**src/rtl/multu_divu_hilo_pkg.sv**
```systemverilog
// Shared definitions for the HI/LO multiply/divide unit: R-type funct codes
// and the sequencer state encoding.
package multu_divu_hilo_pkg;

  localparam logic [5:0] MULTU = 6'b011001;
  localparam logic [5:0] DIVU  = 6'b011011;
  localparam logic [5:0] MFHI  = 6'b010000;
  localparam logic [5:0] MFLO  = 6'b010010;
  localparam logic [5:0] AND   = 6'b100100;
  localparam logic [5:0] OR    = 6'b100101;
  localparam logic [5:0] ADD   = 6'b100000;
  localparam logic [5:0] SUB   = 6'b100010;
  localparam logic [5:0] SLT   = 6'b101010;
  localparam logic [5:0] SLL   = 6'b000000;

  typedef enum logic [1:0] {
    IDLE = 2'd0,
    MUL  = 2'd1,
    DIV  = 2'd2
  } state_t;

endpackage

```
**src/rtl/muldiv_step.sv**
```systemverilog
// One iteration of shift-add multiply or restoring divide; purely combinational.
module muldiv_step #(
  parameter int WIDTH = 32
) (
  input  logic               is_div,
  input  logic [2*WIDTH-1:0] p,
  input  logic [WIDTH:0]     r,
  input  logic [WIDTH-1:0]   q,
  input  logic [WIDTH-1:0]   a,
  input  logic [WIDTH-1:0]   b,
  output logic [2*WIDTH-1:0] p_nxt,
  output logic [WIDTH:0]     r_nxt,
  output logic [WIDTH-1:0]   q_nxt
);

  logic [WIDTH:0]   sum;
  logic [WIDTH+1:0] r_sh;
  logic [WIDTH+1:0] diff;
  logic [WIDTH-1:0] q_sh;

  always_comb begin
    sum   = {1'b0, p[2*WIDTH-1:WIDTH]} + (p[0] ? {1'b0, a} : '0);
    // two guard bits so the top bit of diff is a clean borrow (R < B)
    r_sh  = {r, q[WIDTH-1]};
    diff  = r_sh - {2'b00, b};
    q_sh  = {q[WIDTH-2:0], 1'b0};
    p_nxt = p;
    r_nxt = r;
    q_nxt = q;
    if (is_div) begin
      if (!diff[WIDTH+1]) begin
        r_nxt = diff[WIDTH:0];
        q_nxt = q_sh | {{(WIDTH-1){1'b0}}, 1'b1};
      end else begin
        r_nxt = r_sh[WIDTH:0];
        q_nxt = q_sh;
      end
    end else begin
      p_nxt = {sum, p[WIDTH-1:1]};
    end
  end

endmodule

```
**src/rtl/multu_divu_hilo.sv**
```systemverilog
// Multi-cycle MULTU/DIVU sequencer owning HI/LO; serves MFHI/MFLO and stalls
// the pipeline while an operation is in flight.
module multu_divu_hilo
  import multu_divu_hilo_pkg::*;
#(
  parameter int WIDTH = 32,
  parameter int CNT_W = 6
) (
  input  logic             clk,
  input  logic             reset,
  input  logic             valid,
  input  logic [5:0]       funct,
  input  logic [WIDTH-1:0] dataA,
  input  logic [WIDTH-1:0] dataB,
  output logic [WIDTH-1:0] dataOut,
  output logic             busy,
  output logic             stall,
  output logic             done
);

  state_t             state;
  logic [CNT_W-1:0]   cnt;
  logic [WIDTH-1:0]   a, b, q, hi, lo;
  logic [2*WIDTH-1:0] p;
  logic [WIDTH:0]     r;
  logic [2*WIDTH-1:0] p_nxt;
  logic [WIDTH:0]     r_nxt;
  logic [WIDTH-1:0]   q_nxt;
  logic               start;

  muldiv_step #(.WIDTH(WIDTH)) u_step (
    .is_div (state == DIV),
    .p      (p),
    .r      (r),
    .q      (q),
    .a      (a),
    .b      (b),
    .p_nxt  (p_nxt),
    .r_nxt  (r_nxt),
    .q_nxt  (q_nxt)
  );

  assign start   = valid && (funct == MULTU || funct == DIVU);
  assign busy    = (state != IDLE);
  assign stall   = valid && busy &&
                   (funct == MULTU || funct == DIVU || funct == MFHI || funct == MFLO);
  assign dataOut = (funct == MFHI) ? hi : (funct == MFLO) ? lo : '0;

  always_ff @(posedge clk or negedge reset) begin
    if (!reset) begin
      state <= IDLE;
      cnt   <= '0;
      a     <= '0;
      b     <= '0;
      p     <= '0;
      r     <= '0;
      q     <= '0;
      hi    <= '0;
      lo    <= '0;
      done  <= 1'b0;
    end else begin
      done <= 1'b0;
      case (state)
        IDLE: if (start) begin
          a     <= dataA;
          b     <= dataB;
          p     <= {{WIDTH{1'b0}}, dataB};
          r     <= '0;
          q     <= dataA;
          cnt   <= CNT_W'(WIDTH);
          state <= (funct == DIVU) ? DIV : MUL;
        end
        default: begin
          p   <= p_nxt;
          r   <= r_nxt;
          q   <= q_nxt;
          cnt <= cnt - CNT_W'(1);
          // last step: HI/LO take the final working values directly
          if (cnt == CNT_W'(1)) begin
            state <= IDLE;
            done  <= 1'b1;
            if (state == DIV) begin
              hi <= r_nxt[WIDTH-1:0];
              lo <= q_nxt;
            end else begin
              hi <= p_nxt[2*WIDTH-1:WIDTH];
              lo <= p_nxt[WIDTH-1:0];
            end
          end
        end
      endcase
    end
  end

endmodule

```
**config.mk**
```make
export PLATFORM = sky130hd
export DESIGN_NAME = multu_divu_hilo
export DESIGN_NICKNAME = d
export VERILOG_FILES = /design/src/rtl/multu_divu_hilo_pkg.sv /design/src/rtl/muldiv_step.sv /design/src/rtl/multu_divu_hilo.sv
export SDC_FILE = /design/constraint.sdc
export NUM_CORES = 1
export LEC_CHECK = 0
export BUFFER_PORTS_ARGS = -buffer_cell sky130_fd_sc_hd__buf_2
export CORE_UTILIZATION = 40
export DETAILED_ROUTE_END_ITERATION = 7
export MAX_ROUTING_LAYER = met4
export SLEW_MARGIN = 20
export SYNTH_ARGS = -nofsm -noshare
export SYNTH_HDL_FRONTEND = slang
export SYNTH_SLANG_ARGS = --single-unit
```
**constraint.sdc**
```tcl
create_clock -name clk -period 6.8 [get_ports clk]
set_clock_uncertainty 0.1 [all_clocks]
set_input_delay 0.68 -clock clk [delete_from_list [all_inputs] [get_ports clk]]
set_output_delay 0.68 -clock clk [all_outputs]
set_load 0.005 [all_outputs]
```
* Word-level counts from Yosys, hierarchy flattened *
Index checks and enable logic that the tools add are counted.

storage, ports and cells
  output and inout bits = 35
  flip-flop bits (word level) = 266

cells by class
  add/sub/neg operators = 3
  multiplexer cells = 24
  bitwise operators = 1
  reduce and logical (&&, ||, !) cells = 14
  equal/unequal tests = 7

operator list
  operator               count
  $mux W32               8
  $mux W64               3
  $mux W33               4
  $sub A34 B32 Y34       1
  $add A32 B33 Y33       1
  $eq A6 B5 Y1 const B   4
  $mux W6                2
  $mux W2                4
  $reduce_and A2 Y1      4
  $eq A6 B1 Y1 const B   1
  $reduce_bool A2 Y1     3
  $sub A6 B1 Y6 const B  1
  $logic_and A1 B1 Y1    3
  $logic_or A1 B1 Y1     3
  $mux W1                3
  $eq A2 B2 Y1 const B   1
  $logic_not A2 Y1       1
  $ne A2 B2 Y1 const B   1
  $not A1 Y1             1

* Longest topological paths before layout *
Gate-level depths: netlist of run 1.

  depth in word-level cells = 5
  gate-level depth with buffers = 14
  depth with buffers taken out = 13

* Cells and area by module *
From an unflattened synthesis of run 1, not the netlist that was laid out.

second synthesis, totals
  cell total of the unflattened synthesis = 1,882
  area total of the unflattened synthesis = 18,128.6 µm²

by module, submodules not included
  module           times used  cells an instance  area an instance (µm²)
  multu_divu_hilo  1           1,083              12,693.4
  muldiv_step      1           799                5,435.2

* Worst setup path before layout of run 1 *
No wires, ideal clock.

  path kind = register -> register
  from = register p[0]
  to = register hi[29]
  stages on the path, launching flop included = 14
  clock period less this slack = 3.077 ns
  data arrival time = 2.839 ns
  data required time = 6.562 ns
  setup slack = 3.723 ns
  path buffers = 2
  cells stage by stage = dfrtp_1 -> clkbuf_1 -> and2_1 -> ha_1 -> clkbuf_1 -> a21o_1 -> a21oi_1 -> a21oi_1 -> o41ai_4 -> o22ai_2 -> a221oi_1 -> o21ai_1 -> xnor2_1 -> o221ai_1

on the way
  word-level cells in the longest chain between the ends = 4

ends and longest elaborated chain
  element                 line                   text
  start, declared         multu_divu_hilo.sv:24  logic [2*WIDTH-1:0] p;
  start signal, assigned  multu_divu_hilo.sv:67  p <= {{WIDTH{1'b0}}, dataB};
  start signal, assigned  multu_divu_hilo.sv:74  p <= p_nxt;
  $mux W32                muldiv_step.sv:22      sum = {1'b0, p[2*WIDTH-1:WIDTH]} + (p[0] ? {1'b0, a} : '0);
  $add A32 B33 Y33        muldiv_step.sv:22
  $mux W64                muldiv_step.sv:30      if (is_div) begin
  $mux W32                multu_divu_hilo.sv:82  if (state == DIV) begin
  end signal, assigned    multu_divu_hilo.sv:83  hi <= r_nxt[WIDTH-1:0];
  end signal, assigned    multu_divu_hilo.sv:86  hi <= p_nxt[2*WIDTH-1:WIDTH];
  end, declared           multu_divu_hilo.sv:23  logic [WIDTH-1:0] a, b, q, hi, lo;

No other way between the ends.
A chain may end at the register's enable or synchronous reset.

* Final worst setup path of run 1 *
  from = register b[10]
  to = register hi[9]

on the way
  word-level cells in the longest chain between the ends = 4

ends and longest elaborated chain
  element                 line                   text
  start, declared         multu_divu_hilo.sv:23
  start signal, assigned  multu_divu_hilo.sv:66  b <= dataB;
  $sub A34 B32 Y34        muldiv_step.sv:25      diff = r_sh - {2'b00, b};
  $mux W33                muldiv_step.sv:31      if (!diff[WIDTH+1]) begin
  $mux W33                muldiv_step.sv:30
  $mux W32                multu_divu_hilo.sv:82

No other way between the ends. The select of a mux whose other input is x is not followed.

==> impl_metrics.env, run 1 <==
export IMPL_syn_to_final_growth_pct=12.2
export IMPL_worstSetupPathType="reg2reg"
export IMPL_postCtsHoldBufs=0
export IMPL_vias_per_cell=5.57
export IMPL_chipWidth_um=200
export IMPL_maxSlewHeadroom=0.260
export IMPL_pwr_share_seq=0.390
export IMPL_cellInternalPower_mw=3.67
export IMPL_ctsLongestPathBuffers=3
export IMPL_path_max_fanout=19
export IMPL_grt_use_total=0.252
export IMPL_worst_slew_pin_slew_ps=1110
export IMPL_cp_slowest_cell="nor3_1"
export IMPL_path_cells="inv_1 > ha_1 > and4_1 > a21o_1 > nor3_1 > a21oi_1 > o211a_1 > o21a_1 > buf_4 > nor3_1 > a31oi_1 > a31oi_1"
export IMPL_die_area_um2=39800
export IMPL_hpwl_mm=34.4
export IMPL_violations="design-rule violations"
export IMPL_max_freq_ghz=0.246
export IMPL_syn_inst=1824
export IMPL_fp_row_count=72
export IMPL_core_um2=38600
export IMPL_drive_above_1_share=0.117
export IMPL_clkTransAtPathRegs_ps=60
export IMPL_finalPower_mw=5.86
export IMPL_die_h_um=200
export IMPL_switching_share=0.375
export IMPL_drtIter0Drc=957
export IMPL_setup_ws_ps=2740
export IMPL_clock_sinks=266
export IMPL_grt_ovfl_total=0
export IMPL_wl_mm=48.2
export IMPL_ys_types=69
export IMPL_first_pass_iters=7
export IMPL_gp_congestion=0.918
export IMPL_setup_viol=0
export IMPL_vias=13500
export IMPL_hold_viol=0
export IMPL_status="complete, but fails checks"
export IMPL_insertion_delay_ps=580
export IMPL_fillers=3948
export IMPL_cap_violations=0
export IMPL_cts_tree="built"
export IMPL_synth_warnings=0
export IMPL_placed_area_um2=16500
export IMPL_numCtsBuffers=30
export IMPL_p_per_area_nw_per_um2=335
export IMPL_fin_crit_ps=4060
export IMPL_postCtsSetupRepairBufs=0
export IMPL_worstPathArrival_ps=4450
export IMPL_cpPeakStageDelay_ps=710
export IMPL_post_cts_resized=0
export IMPL_seq_area_um2=6660
export IMPL_synth_edf_count=0
export IMPL_cts_htree_levels=1
export IMPL_dp_slack_ps=2650
export IMPL_tns_ps=0
export IMPL_root_buffer="clkbuf_16"
export IMPL_grt_antenna_before_repair=1
export IMPL_synth_cell_area_um2=15600
export IMPL_io_pins=108
export IMPL_async_reset_ff_frac=1.00
export IMPL_p_sw_mw=2.20
export IMPL_stdcell_area_um2=17500
export IMPL_synth_nets=1965
export IMPL_multi_input_area_um2=8170
export IMPL_synth_seq_area_share=0.426
export IMPL_drcViolationCount=1
export IMPL_p_clk_frac=0.286
export IMPL_period_share=0.598
export IMPL_initial_core_util=0.405
export IMPL_postSynthAreaPerCell_um2=8.56
export IMPL_crit_required_ps=7180
export IMPL_end_kind="flip-flop"
export IMPL_hold_class="in2async"
export IMPL_ys_flop_type="dfrtp_1"
export IMPL_post_route_util=0.454
export IMPL_nets=2013
export IMPL_synth_seq_cells=266
export IMPL_port_buffer_count=107
export IMPL_wl_per_cell_um=20.0
export IMPL_grt_max_degree=118
export IMPL_ir_worst_vdd_v=0.000242
export IMPL_grt_pass1_vias=13100
export IMPL_rsz0062_at_grt="no"
export IMPL_start_kind="flip-flop"
export IMPL_combPwrFrac=0.324
export IMPL_grt_pass1_wl_mm=75.4
export IMPL_slew_viol_final=0
export IMPL_p_leak_nw=7.92
export IMPL_drtAntennaViolNets=0
## per-layer routing
metal / global-route usage / routed length [um]
met1: 0.344 / 22500
met2: 0.392 / 22000
met3: 0.0294 / 2270
met4: 0.0780 / 1440
met5: - / 0
## cells in the mapped netlist, drive strengths merged, types with 3 or more instances
library cell    n  area, um^2
ha             66         826
nor4            5        31.3
nor2          128         480
o21bai          8        60.1
and2           36         228
o41ai           3        45.1
nand3b          4        30.0
or2             7        43.8
o2111ai         4        35.0
nor2b           7        43.8
o21ai         184         928
a211oi          8        60.1
a22oi          29         218
and4            4        35.0
a22o           20         175
nand2b          4        25.0
and3            4        25.0
dfrtp         266        6660
o221ai          3        26.3
o21a           10        75.1
a31oi          64         400
a211o           3        26.3
a221oi          3        26.3
a21oi         106         602
a21o           24         180
inv            80         300
clkbuf         81         304
xnor2          41         359
buf            32         215
nand2         371        1400
or3             4        25.0
a21boi          5        37.5
a41oi           3        26.3
o22ai           3        25.0
nor3b           4        30.0
nand3          15        75.1
nand4          11        68.8
o211ai         34         255
mux2i          71         711
nor3           36         180
xor2           13         114
## stage by stage
stage / cells / hold WS, ps
finish: 2415 / 83.1
global route: 2415 / 187
CTS: 2414 / 141
detailed placement: 2358 / 357
global placement: 2358 / 354
floorplan: 1824 / 284
## final timing paths
kind	endpoint	slack, ps	from	cells after the start
max in group asynchronous	b[1]	4980	reset	2
hold reg to reg	a[11]	370	a[11]	2
setup / recovery	hi[9]	2740	b[10]	12
min in group clk	a[15]	210	dataA[15]	3
setup reg to reg	hi[9]	2740	b[10]	12
hold / removal	p[25]	80	reset	1
## flip-flops by register name, indices dropped and copies added (netlist names)
name / cells
a: 32
b: 32
cnt: 6
done: 1
hi: 32
lo: 32
p: 64
q: 32
r: 33
state: 2
## worst max-delay path: cells and delay by family, from the launching register on
family | cells | cell delay (ps)
buffers and inverters | 2 | 360
adders and majority gates | 1 | 360
DFF | 1 | 330
and+or+nand+nor | 3 | 1260
AOI/OAI and AO/OA | 6 | 1550
## power by group through the flow
stage          Sequential [mW]  Combinational [mW]  Clock, mW
5_1_grt                   2.33                2.13       1.77
2_1_floorplan             2.18                1.42          0
3_5_place_dp              2.30                1.89          0
3_3_place_gp              2.29                1.86          0
4_1_cts                   2.28                1.90       1.71
6_report                  2.29                1.90       1.68
## cells by family after synthesis
logic type,Yosys count,synth area share
AND/OR/NAND/NOR,645,0.177
AO/OA/AOI/OAI,527,0.213
flip-flops,266,0.426
buffers and inverters,193,0.0525
multiplexers,71,0.0455
adder cells (fa/ha/maj),68,0.0555
XOR/XNOR,54,0.0303
## area by class of cell
type | count | share of cell area
flip-flops and latches | 266 | 0.380
diodes | 1 | 0.000143
repair buffers | 129 | 0.0406
inverters | 80 | 0.0172
well taps | 518 | 0.0370
clock buffers | 46 | 0.0521
clock inverters | 10 | 0.00593
multi-input cells | 1365 | 0.467
## cells in the final DEF, fill, tap and decap left out, types with 13 or more instances in the layout
cell	Yosys	routed
mux2i_1	71	71
clkbuf_16	0	31
and2_1	35	35
xor2_1	13	13
nor3_1	36	35
a21oi_2	19	19
buf_2	15	106
inv_1	79	79
buf_4	2	22
a31oi_1	64	64
nand3_1	15	15
a21o_1	24	24
o21ai_1	24	24
dfrtp_1	266	264
xnor2_1	41	41
o21ai_0	158	158
a22oi_1	29	29
nand2_1	370	369
a21oi_1	87	87
ha_1	66	66
nor2_1	128	125
a22o_1	20	20
o211ai_1	34	34
Note: power is estimated with default switching activity, not from simulation.
==> run 2, diff against run 1 <==
Clock period 6.8 ns to 3.6 ns, I/O delays scaled along.
==> impl_metrics.env, run 2 (synthesized netlist as in run 1, its figures left out) <==
export IMPL_grt_pass1_vias=13400
export IMPL_top_regs="p x64, r x33"
export IMPL_ir_worst_vdd_v=0.000369
export IMPL_maxSlewHeadroom=0.422
export IMPL_grt_antenna_before_repair=1
export IMPL_pwr_share_seq=0.386
export IMPL_drtIter0Drc=1051
export IMPL_vias_per_cell=5.50
export IMPL_syn_to_final_growth_pct=18.5
export IMPL_wl_mm=48.3
export IMPL_p_per_area_nw_per_um2=617
export IMPL_core_um2=38600
export IMPL_rsz0062_at_grt="no"
export IMPL_chipWidth_um=200
export IMPL_clkTransAtPathRegs_ps=60
export IMPL_worst_slew_pin_slew_ps=866
export IMPL_root_buffer="clkbuf_16"
export IMPL_ctsLongestPathBuffers=3
export IMPL_antenna_cells=0
export IMPL_period_share=0.944
export IMPL_switching_share=0.372
export IMPL_final_common_cell="nand2_1"
export IMPL_port_buffer_count=107
export IMPL_drive_above_1_share=0.129
export IMPL_top_register="p"
export IMPL_hold_end="state[1]"
export IMPL_cellInternalPower_mw=7.16
export IMPL_first_pass_iters=5
export IMPL_initial_core_util=0.405
export IMPL_worstSetupPathType="reg2reg"
export IMPL_p_sw_mw=4.24
export IMPL_vias=13800
export IMPL_p_leak_nw=8.36
export IMPL_status="complete, no violations"
export IMPL_grt_ovfl_total=0
export IMPL_tns_ps=0
export IMPL_die_area_um2=39800
export IMPL_numCtsBuffers=30
export IMPL_drcViolationCount=0
export IMPL_post_route_util=0.480
export IMPL_largest_register_ffs=64
export IMPL_end_kind="flip-flop"
export IMPL_grt_max_degree=95
export IMPL_grt_pass1_wl_mm=75.8
export IMPL_r2r_slack_ps=200
export IMPL_io_pins=108
export IMPL_hold_class="in2reg"
export IMPL_layout_common_cells="nand2_1, dfrtp_1, o21ai_0"
export IMPL_timing_rr_end="hi[29]"
export IMPL_gp_congestion=0.883
export IMPL_start_kind="flip-flop"
export IMPL_insertion_delay_ps=580
export IMPL_fp_row_count=72
export IMPL_die_h_um=200
export IMPL_clock_sinks=266
export IMPL_cts_htree_levels=1
export IMPL_reg2reg_from="r[11]"
export IMPL_min_path_cells=3
export IMPL_hold_viol=0
export IMPL_finalPower_mw=11.4
export IMPL_worst_r2r_cell_count=11
export IMPL_cts_tree="built"
export IMPL_fin_crit_ps=3400
export IMPL_p_clk_frac=0.288
export IMPL_setup_viol=0
export IMPL_combPwrFrac=0.326
export IMPL_slew_viol_final=0
export IMPL_min_from="funct[3]"
export IMPL_path_max_fanout=14
export IMPL_drtAntennaViolNets=0
export IMPL_crit_required_ps=3940
export IMPL_max_freq_ghz=0.294
export IMPL_nets=2108
export IMPL_grt_use_total=0.253
export IMPL_worstPathArrival_ps=3740
export IMPL_cap_violations=0
export IMPL_wl_per_cell_um=19.3
export IMPL_hpwl_mm=35.1
-- run 2: cell count changes in the layout (fill, tap and decap cells not counted), moves of 2 or more --
cell	before	now
buf_4	22	49
clkinv_2	8	6
dlygate4sd3_1	0	65
bufinv_16	2	4
buf_12	0	3
-- run 2: timing repair --
action                                  CTS  global route
hold endpoints to repair                156             0
hold buffers                             65             0
endpoints found under the setup margin    0            14
setup buffers                             0             1
resized for setup                         0             9
-- run 2: worst max path at each step --
stage	from	to
5_1_grt	q[31]	hi[20]
2_1_floorplan	p[0]	hi[29]
3_5_place_dp	q[31]	r[32]
6_report	r[11]	hi[29]
4_1_cts	q[31]	r[32]
3_3_place_gp	q[31]	r[32]
-- run 2: layout make-up --
type                       count  area, um^2
timing repair buffer         224        1620
clock inverter                10         154
tap                          518         648
multi-input combinational   1365        8220
fill                        3787       20100
inverter                      80         302
clock buffer                  45         898
sequential                   266        6660
-- run 2: metrics by stage --
step                std cells  hold WS, ps  setup WS [ps]  area (um^2)
floorplan                1824        -35.6            523        15600
global placement         2387          354           94.3        16700
detailed placement       2387          358           85.7        16700
CTS                      2507         47.0           34.9        18400
global route             2508         80.1           10.3        18500
finish                   2508         81.6            202        18500
-- run 2: worst max-delay path, stage by stage, from the launching register on --
cell and delay, ps:
dfrtp_1 380, ha_1 390, nand2_1 140, a211oi_1 340, nand2_1 90, a21oi_1 270, o211a_1 300, nor3_2 90
buf_4 210, nor2_1 410, mux2i_1 410, o221ai_1 160
-- run 2: routing by layer --
| layer | share of wire | track usage | vias to the layer above |
|---|---|---|---|
| met5 | 0 | - | - |
| met4 | 0.019 | 0.0585 | 0 |
| met3 | 0.046 | 0.0255 | 54 |
| met2 | 0.47 | 0.415 | 374 |
| met1 | 0.46 | 0.337 | 6729 |
| li1 | - | - | 6647 |
-- run 2: power groups by stage --
stage / Combinational [mW] / Sequential [mW] / Clock, mW
global placement: 3.60 / 4.42 / 0
floorplan: 2.68 / 4.12 / 0
finish: 3.72 / 4.40 / 3.28
global route: 4.16 / 4.49 / 3.47
detailed placement: 3.65 / 4.44 / 0
CTS: 3.72 / 4.40 / 3.33
